## config.mk

```make
export PLATFORM = sky130hd
export DESIGN_NAME = font5x7_tone_sounder_flat
export DESIGN_NICKNAME = d
export VERILOG_FILES = /design/src/rtl/font5x7_tone_sounder_if.sv /design/src/rtl/font5x7_tone_sounder.sv /design/src/flat_wrapper.sv
export SDC_FILE = /design/constraint.sdc
export NUM_CORES = 1
export LEC_CHECK = 0
export CAP_MARGIN = 20
export CORE_MARGIN = 2
export CORE_UTILIZATION = 60
export CTS_CLUSTER_SIZE = 40
export DETAILED_ROUTE_END_ITERATION = 7
export PLACE_DENSITY = 0.88
export RECOVER_POWER = 25
export SLEW_MARGIN = 20
export SYNTH_ARGS = -nofsm -noshare
export SYNTH_HDL_FRONTEND = slang
export SYNTH_SLANG_ARGS = --single-unit
export TNS_END_PERCENT = 30
```

## constraint.sdc

```tcl
create_clock -name CK_i -period 5.2 [get_ports CK_i]
set_input_delay 1.04 -clock CK_i [delete_from_list [all_inputs] [get_ports CK_i]]
set_output_delay 1.04 -clock CK_i [all_outputs]
set_load 0.005 [all_outputs]
```

## src/rtl/font5x7_tone_sounder_if.sv

```systemverilog
// font5x7_tone_sounder_if: note push channel (valid/ready with half-period and duration)
interface font5x7_tone_sounder_if #(
  parameter int C_HALF_W = 16,
  parameter int C_LEN_W  = 8
);
  logic                NOTE_VLD;
  logic                NOTE_RDY;
  logic [C_HALF_W-1:0] NOTE_HALFs;
  logic [C_LEN_W-1:0]  NOTE_LENs;
  modport master (output NOTE_VLD, NOTE_HALFs, NOTE_LENs, input NOTE_RDY);
  modport slave  (input NOTE_VLD, NOTE_HALFs, NOTE_LENs, output NOTE_RDY);
endinterface

```

## src/rtl/font5x7_tone_sounder.sv

```systemverilog
// font5x7_tone_sounder: note FIFO plus square-wave sequencer timed by the pixel-clock enable
module font5x7_tone_sounder #(
  parameter int C_HALF_W     = 16,
  parameter int C_LEN_W      = 8,
  parameter int C_DUR_DIV    = 12273,
  parameter int C_FIFO_DEPTH = 4,
  localparam int AW = $clog2(C_FIFO_DEPTH),
  localparam int CW = AW + 1,
  localparam int DW = (C_DUR_DIV > 1) ? $clog2(C_DUR_DIV) : 1
) (
  input  logic                        CK_i,
  input  logic                        SRST_i,
  input  logic                        PX_CK_EE_i,
  input  logic                        STOP_i,
  font5x7_tone_sounder_if.slave       note,
  output logic                        SOUND_o,
  output logic                        BUSY_o,
  output logic [CW-1:0]               FIFO_CNTs_o
);
  typedef enum logic [1:0] {IDLE, LOAD, PLAY} st_t;
  st_t                 st_q;
  logic [C_HALF_W-1:0] half_mem [C_FIFO_DEPTH];
  logic [C_LEN_W-1:0]  len_mem  [C_FIFO_DEPTH];
  logic [AW-1:0]       wr_q, rd_q;
  logic [CW-1:0]       cnt_q, cnt_d;
  logic [C_HALF_W-1:0] half_q, pcnt_q;
  logic [C_LEN_W-1:0]  dur_q;
  logic [DW-1:0]       dcnt_q;
  logic                sound_q, push, pop, p_wrap, d_wrap;
  assign note.NOTE_RDY = ~SRST_i & ~STOP_i & (cnt_q < CW'(C_FIFO_DEPTH));
  assign SOUND_o       = sound_q;
  assign BUSY_o        = (st_q != IDLE) | (cnt_q != '0);
  assign FIFO_CNTs_o   = cnt_q;
  // Handshake, occupancy and counter wrap decodes
  always_comb begin
    push   = note.NOTE_VLD & note.NOTE_RDY;
    pop    = st_q == LOAD;
    cnt_d  = cnt_q + CW'(push) - CW'(pop);
    p_wrap = pcnt_q == half_q - C_HALF_W'(1);
    d_wrap = dcnt_q == DW'(C_DUR_DIV - 1);
  end
  // Note storage, written only when a push handshake completes
  always_ff @(posedge CK_i)
    if (push) begin
      half_mem[wr_q] <= note.NOTE_HALFs;
      len_mem[wr_q]  <= note.NOTE_LENs;
    end
  // FIFO pointers and occupancy; STOP flushes like reset
  always_ff @(posedge CK_i)
    if (SRST_i | STOP_i) begin
      wr_q  <= '0;
      rd_q  <= '0;
      cnt_q <= '0;
    end else begin
      wr_q  <= wr_q + AW'(push);
      rd_q  <= rd_q + AW'(pop);
      cnt_q <= cnt_d;
    end
  // Sequencer: fetch a note, then tone and duration counters advance on enabled ticks
  always_ff @(posedge CK_i)
    if (SRST_i | STOP_i) begin
      st_q    <= IDLE;
      sound_q <= 1'b0;
      half_q  <= '0;
      dur_q   <= '0;
      pcnt_q  <= '0;
      dcnt_q  <= '0;
    end else
      case (st_q)
        IDLE: if (cnt_q != '0) st_q <= LOAD;
        LOAD: begin
          half_q  <= half_mem[rd_q];
          dur_q   <= len_mem[rd_q];
          pcnt_q  <= '0;
          dcnt_q  <= '0;
          sound_q <= 1'b0;
          st_q    <= (len_mem[rd_q] == '0) ? IDLE : PLAY;
        end
        PLAY: if (PX_CK_EE_i) begin
          pcnt_q <= p_wrap ? '0 : pcnt_q + C_HALF_W'(1);
          dcnt_q <= d_wrap ? '0 : dcnt_q + DW'(1);
          if (d_wrap) dur_q <= dur_q - C_LEN_W'(1);
          if (d_wrap && dur_q == C_LEN_W'(1)) begin
            sound_q <= 1'b0;
            st_q    <= IDLE;
          end else if (p_wrap && half_q != '0) sound_q <= ~sound_q;
        end
        default: st_q <= IDLE;
      endcase
endmodule

```

## src/flat_wrapper.sv

```systemverilog
// flat-port wrapper written by rule: the top's interface ports become plain ports
module font5x7_tone_sounder_flat 
#(
  parameter int C_HALF_W     = 16,
  parameter int C_LEN_W      = 8,
  parameter int C_DUR_DIV    = 12273,
  parameter int C_FIFO_DEPTH = 4,
  localparam int AW = $clog2(C_FIFO_DEPTH),
  localparam int CW = AW + 1,
  localparam int DW = (C_DUR_DIV > 1) ? $clog2(C_DUR_DIV) : 1
)
  (CK_i, SRST_i, PX_CK_EE_i, STOP_i, SOUND_o, BUSY_o, FIFO_CNTs_o, note_NOTE_VLD, note_NOTE_HALFs, note_NOTE_LENs, note_NOTE_RDY);
  font5x7_tone_sounder_if #(.C_HALF_W(C_HALF_W), .C_LEN_W(C_LEN_W)) note_i ();
  input  logic CK_i;
  input  logic SRST_i;
  input  logic PX_CK_EE_i;
  input  logic STOP_i;
  output logic SOUND_o;
  output logic BUSY_o;
  output logic [CW-1:0] FIFO_CNTs_o;
  input wire logic [$bits(note_i.NOTE_VLD)-1:0] note_NOTE_VLD;
  input wire logic [$bits(note_i.NOTE_HALFs)-1:0] note_NOTE_HALFs;
  input wire logic [$bits(note_i.NOTE_LENs)-1:0] note_NOTE_LENs;
  output wire logic [$bits(note_i.NOTE_RDY)-1:0] note_NOTE_RDY;
  assign note_i.NOTE_VLD = note_NOTE_VLD;
  assign note_i.NOTE_HALFs = note_NOTE_HALFs;
  assign note_i.NOTE_LENs = note_NOTE_LENs;
  assign note_NOTE_RDY = note_i.NOTE_RDY;
  font5x7_tone_sounder #(.C_HALF_W(C_HALF_W), .C_LEN_W(C_LEN_W), .C_DUR_DIV(C_DUR_DIV), .C_FIFO_DEPTH(C_FIFO_DEPTH)) u_core (.CK_i(CK_i), .SRST_i(SRST_i), .PX_CK_EE_i(PX_CK_EE_i), .STOP_i(STOP_i), .note(note_i), .SOUND_o(SOUND_o), .BUSY_o(BUSY_o), .FIFO_CNTs_o(FIFO_CNTs_o));
endmodule
```

==> key figures <==
Logic synthesis
  – Count of different cell masters after synthesis: 60
  – Area fraction in and, or, nand and nor cells after synthesis: 0.1346
  – Number of instances in the synthesized netlist: 560
  – Most used flip-flop cell after synthesis: edfxtp_1
  – Number of synthesized register bits: between 150 and 200
  – Top cells by count, synth: edfxtp_1 (96), dfxtp_1 (64), nor2_1 (54), nand2_1 (40), mux4_2 (24)
  – Dominant cell type by area after synthesis: edfxtp_1
  – Sequential cell area fraction in the yosys report: 0.5887
  – Adder and majority gate portion of the synthesized area: 0.02583
  – Yosys top cell area share: 0.4076
  – Area contributors post-synth: edfxtp_1 (41%), dfxtp_1 (18%), mux4_2 (7.6%), nor2_1 (2.9%), mux2i_1 (2.7%)
  – Yosys warning total: 0
  – Xor and xnor fraction of the mapped netlist area: 0.03839
  – Per-instance average area after synthesis: roughly 13 um^2
  – Largest family of logic cells by synthesized area: simple AND/OR/NAND/NOR gates
  – Proportion of synthesized flip-flops having asynchronous set or reset: 0
  – Most common cell in the netlist: edfxtp_1
  – Net count after synthesis: around 600
  – Synth Area in Compound Gates: 0.08403
  – Multiplexer fraction of the synthesized cell area: 0.1033
  – Cell Area, Synth: between 7000 and 8000 um^2
  – Post-synth EDFFs: 96

Floorplan
  – Site row count: 39
  – Initial core utilization: 0.6168
  – Ports placed on the boundary: 35
  – Die span in y: 112.6 um
  – Core area: 11470 um^2
  – Die Outline Area: approximately 13000 um^2
  – Die boundary width: 112.6 um

Global routing
  – First-pass GRT wire length: about 24000 um
  – Via count of the first global-routing pass: ~4700
  – Initial antenna violation count: 0
  – Pin count of the biggest net entering global routing: 39
  – Aggregate global routing overflow: 0
  – Global router's overall resource usage: 0.2430

Final layout
  – Number of diodes added for antenna fixing: 0
  – Layout cells sized above 1: 0.1275
  – Area Growth Syn to Fin: 15.48%
  – Final nets: 642

Worst setup path
  – Depth of the most critical reg-to-reg path: 9
  – End point of the critical path: note_NOTE_RDY
  – Most common cell on crit path: clkdlybuf4s50_1
  – Crit path kind: input port to output pin
  – Critical Path AT: 2.47 ns
  – CP Max Fanout: 2
  – Critical Path Start Type: input port
  – Data required time of the worst path: 4.16 ns
  – Source of the critical timing path: STOP_i
  – Origin of the critical flop-to-flop path: u_core.half_q[0]
  – Slowest CP cell: clkdlybuf4s50_1
  – Minimum setup slack among reg-to-reg paths: about 1.8 ns
  – Setup crit end kind: output pin
  – Slowest cell delay on critical path: 0.52 ns
  – Worst r2r dst: u_core.pcnt_q[5]
  – Cell breakdown of the critical path: clkdlybuf4s50_1 > or2_2 > nor2_1 > clkdlybuf4s50_1

Routing
  – Post-detailed-route count of antenna-violating nets: 0
  – Number of DRC violations after detailed routing: 0
  – Total length of routed wires: about 15000 um
  – Detail-routed via count per cell: 6.211
  – Total via count after detailed routing: 4689
  – Detailed-route wire length per cell: 19.26 um
  – Initial detailed-routing violation count: roughly 330
  – Initial DRT Pass Iterations: 5

CTS
  – Clock-pin transition on the worst setup and hold timing paths: approximately 0.06 ns
  – Count of buffers added by post-CTS timing repair for setup: 0
  – Buffer levels on the longest clock path: 2
  – H-tree levels: 4
  – Post-CTS Hold Buffers: 0
  – Root Driver: clkbuf_16
  – Count of clock tree sinks: 160
  – CTS tree: done
  – Clock buffer count from CTS: 17
  – Clock latency reported for the late side of the worst-skew pair: 0.42 ns
  – Number of gates given a new drive strength after cts: 0

STA
  – Portion of the clock cycle consumed by the worst path in the final layout: 0.6758
  – FMAX: between 200 and 300 MHz
  – Slew Viols, Final: 0
  – Final hold violations: 0
  – Clock skew after layout: about 0.0093 ns
  – Transition time at the pin with the least slew margin: about 0.71 ns
  – Shortest period the worst path allows: approximately 3.5 ns
  – Final setup vio count: 0
  – Remaining max-slew budget at the tightest pin: 0.5221
  – Setup repair after global routing missed its margin: false
  – Sum Neg Setup Slack: 0 ns

Power
  – Worst IR drop on VDD: a little over 0.5 mV
  – Fraction of power consumed by the clock network: 0.448
  – Power Density: between 300 and 400 nW/um^2
  – Register share of total power: 0.503
  – Proportion of total power due to net switching: 0.2134
  – Power after layout: between 2000 and 3000 uW
  – Part of the power in combinational logic: 0.049
  – Net switching power of the design: 577.6 uW
  – Pint: between 2000 and 2500 uW
  – Leak: approximately 0.0027 uW

Run status
  – Result of the run: completed

Placed design
  – RePlAce Congestion: between 0.9 and 1
  – Sum of net half-perimeters after detailed placement: around 9200 um
  – Number of buffers inserted by port buffering: 34

Worst hold path
  – Hold/Removal Path Class: register to register

Run
  – # Max-Cap Violations: 0
-- power by group through the flow --
stage	combinational (uW)	clock (uW)	sequential [uW]
CTS	134	1240	1360
detailed placement	132	0	1390
global route	145	1280	1360
floorplan	78.2	0	1390
global placement	126	0	1390
finish	132	1210	1360
-- worst min path at each step --
| stage | cells after the start | from | slack, ns | endpoint |
|---|---|---|---|---|
| 3_5_place_dp | 2 | u_core.st_q[1] | 0.47 | u_core.st_q[1] |
| 3_3_place_gp | 2 | u_core.st_q[1] | 0.46 | u_core.st_q[1] |
| 4_1_cts | 2 | u_core.st_q[1] | 0.47 | u_core.st_q[1] |
| 5_1_grt | 2 | u_core.SOUND_o | 0.51 | u_core.SOUND_o |
| 2_1_floorplan | 2 | u_core.st_q[1] | 0.45 | u_core.st_q[1] |
| 6_report | 2 | u_core.st_q[1] | 0.47 | u_core.st_q[1] |
-- routing by layer --
| metal | track usage | vias up | part of all wire |
|---|---|---|---|
| li1 | - | 2206 | - |
| met1 | 0.3012 | 2332 | 0.41 |
| met2 | 0.4168 | 142 | 0.53 |
| met3 | 0.05832 | 9 | 0.048 |
| met4 | 0.08943 | 0 | 0.012 |
| met5 | 0 | - | 0 |
-- layout make-up --
| type | count | area (um^2) |
|---|---|---|
| Clock buffer | 18 | 429.2 |
| Clock inverter | 14 | 156.4 |
| Fill cell | 733 | 3299 |
| Inverter | 20 | 75.07 |
| Multi-Input combinational cell | 356 | 2748 |
| Sequential cell | 160 | 4165 |
| Tap cell | 143 | 178.9 |
| Timing Repair Buffer | 44 | 415.4 |
-- cells by family (layout without fill, tap and decap cells) --
| logic type | after synthesis | after routing |
|---|---|---|
| fa+ha+maj | 14 | 14 |
| mux | 43 | 43 |
| flops | 160 | 160 |
| buf+inv | 44 | 96 |
| compound gates | 82 | 82 |
| xor+xnor | 31 | 31 |
| simple gates | 186 | 186 |
-- state kept, by name, summed over array words and instances, names as in the netlist --
register and flops:
u_core.half_mem 64, u_core.len_mem 32, u_core.half_q 16, u_core.pcnt_q 16, u_core.dcnt_q 14, u_core.dur_q 8, u_core.FIFO_CNTs_o 3, u_core.rd_q 2
u_core.st_q 2, u_core.wr_q 2, u_core.SOUND_o 1
-- cells in the final DEF, fill, tap and decap left out, types with 3 or more instances in the layout --
cell type        instances
a211oi_1                 6
a21oi_1                 11
a22oi_1                  6
a311oi_1                 6
a31oi_1                  8
and2_1                   3
and3_1                   7
and4_1                   3
buf_4                   10
clkbuf_16               17
clkdlybuf4s50_1         17
clkinv_4                 4
dfxtp_1                 63
dlygate4sd3_1           17
edfxtp_1                96
ha_1                    13
inv_1                   19
inv_6                    3
mux2i_1                 19
mux4_2                  24
nand2_1                 40
nand2b_1                 7
nand3_1                 17
nand3b_1                 3
nand4_1                 14
nor2_1                  53
nor3_1                   7
nor4_1                   9
o21ai_0                 16
o22ai_1                  4
o311ai_1                 4
o31ai_1                  3
or2_2                    3
or3_1                    4
xnor2_1                 12
xor2_1                  19
-- stage by stage --
| step | utilization | worst slack, ns | instances | hold WS, ns | cell area [um^2] |
|---|---|---|---|---|---|
| 2_1_floorplan | - | 1.130 | 560 | 0.4530 | 7073 |
| 3_3_place_gp | 0.6601 | 1.684 | 722 | 0.4620 | 7570 |
| 3_5_place_dp | 0.6602 | 1.667 | 722 | 0.4667 | 7571 |
| 4_1_cts | 0.7113 | 1.678 | 754 | 0.4750 | 8157 |
| 5_1_grt | 0.7123 | 1.557 | 755 | 0.5147 | 8168 |
| 6_report | 0.7123 | 1.686 | 755 | 0.4744 | 8168 |
-- critical path: cells and delay by family --
kind          cells  cell delay (ns)
simple gates      2             0.50
buf+inv           2             0.94
No activity file was read; power rests on OpenSTA's default activity.
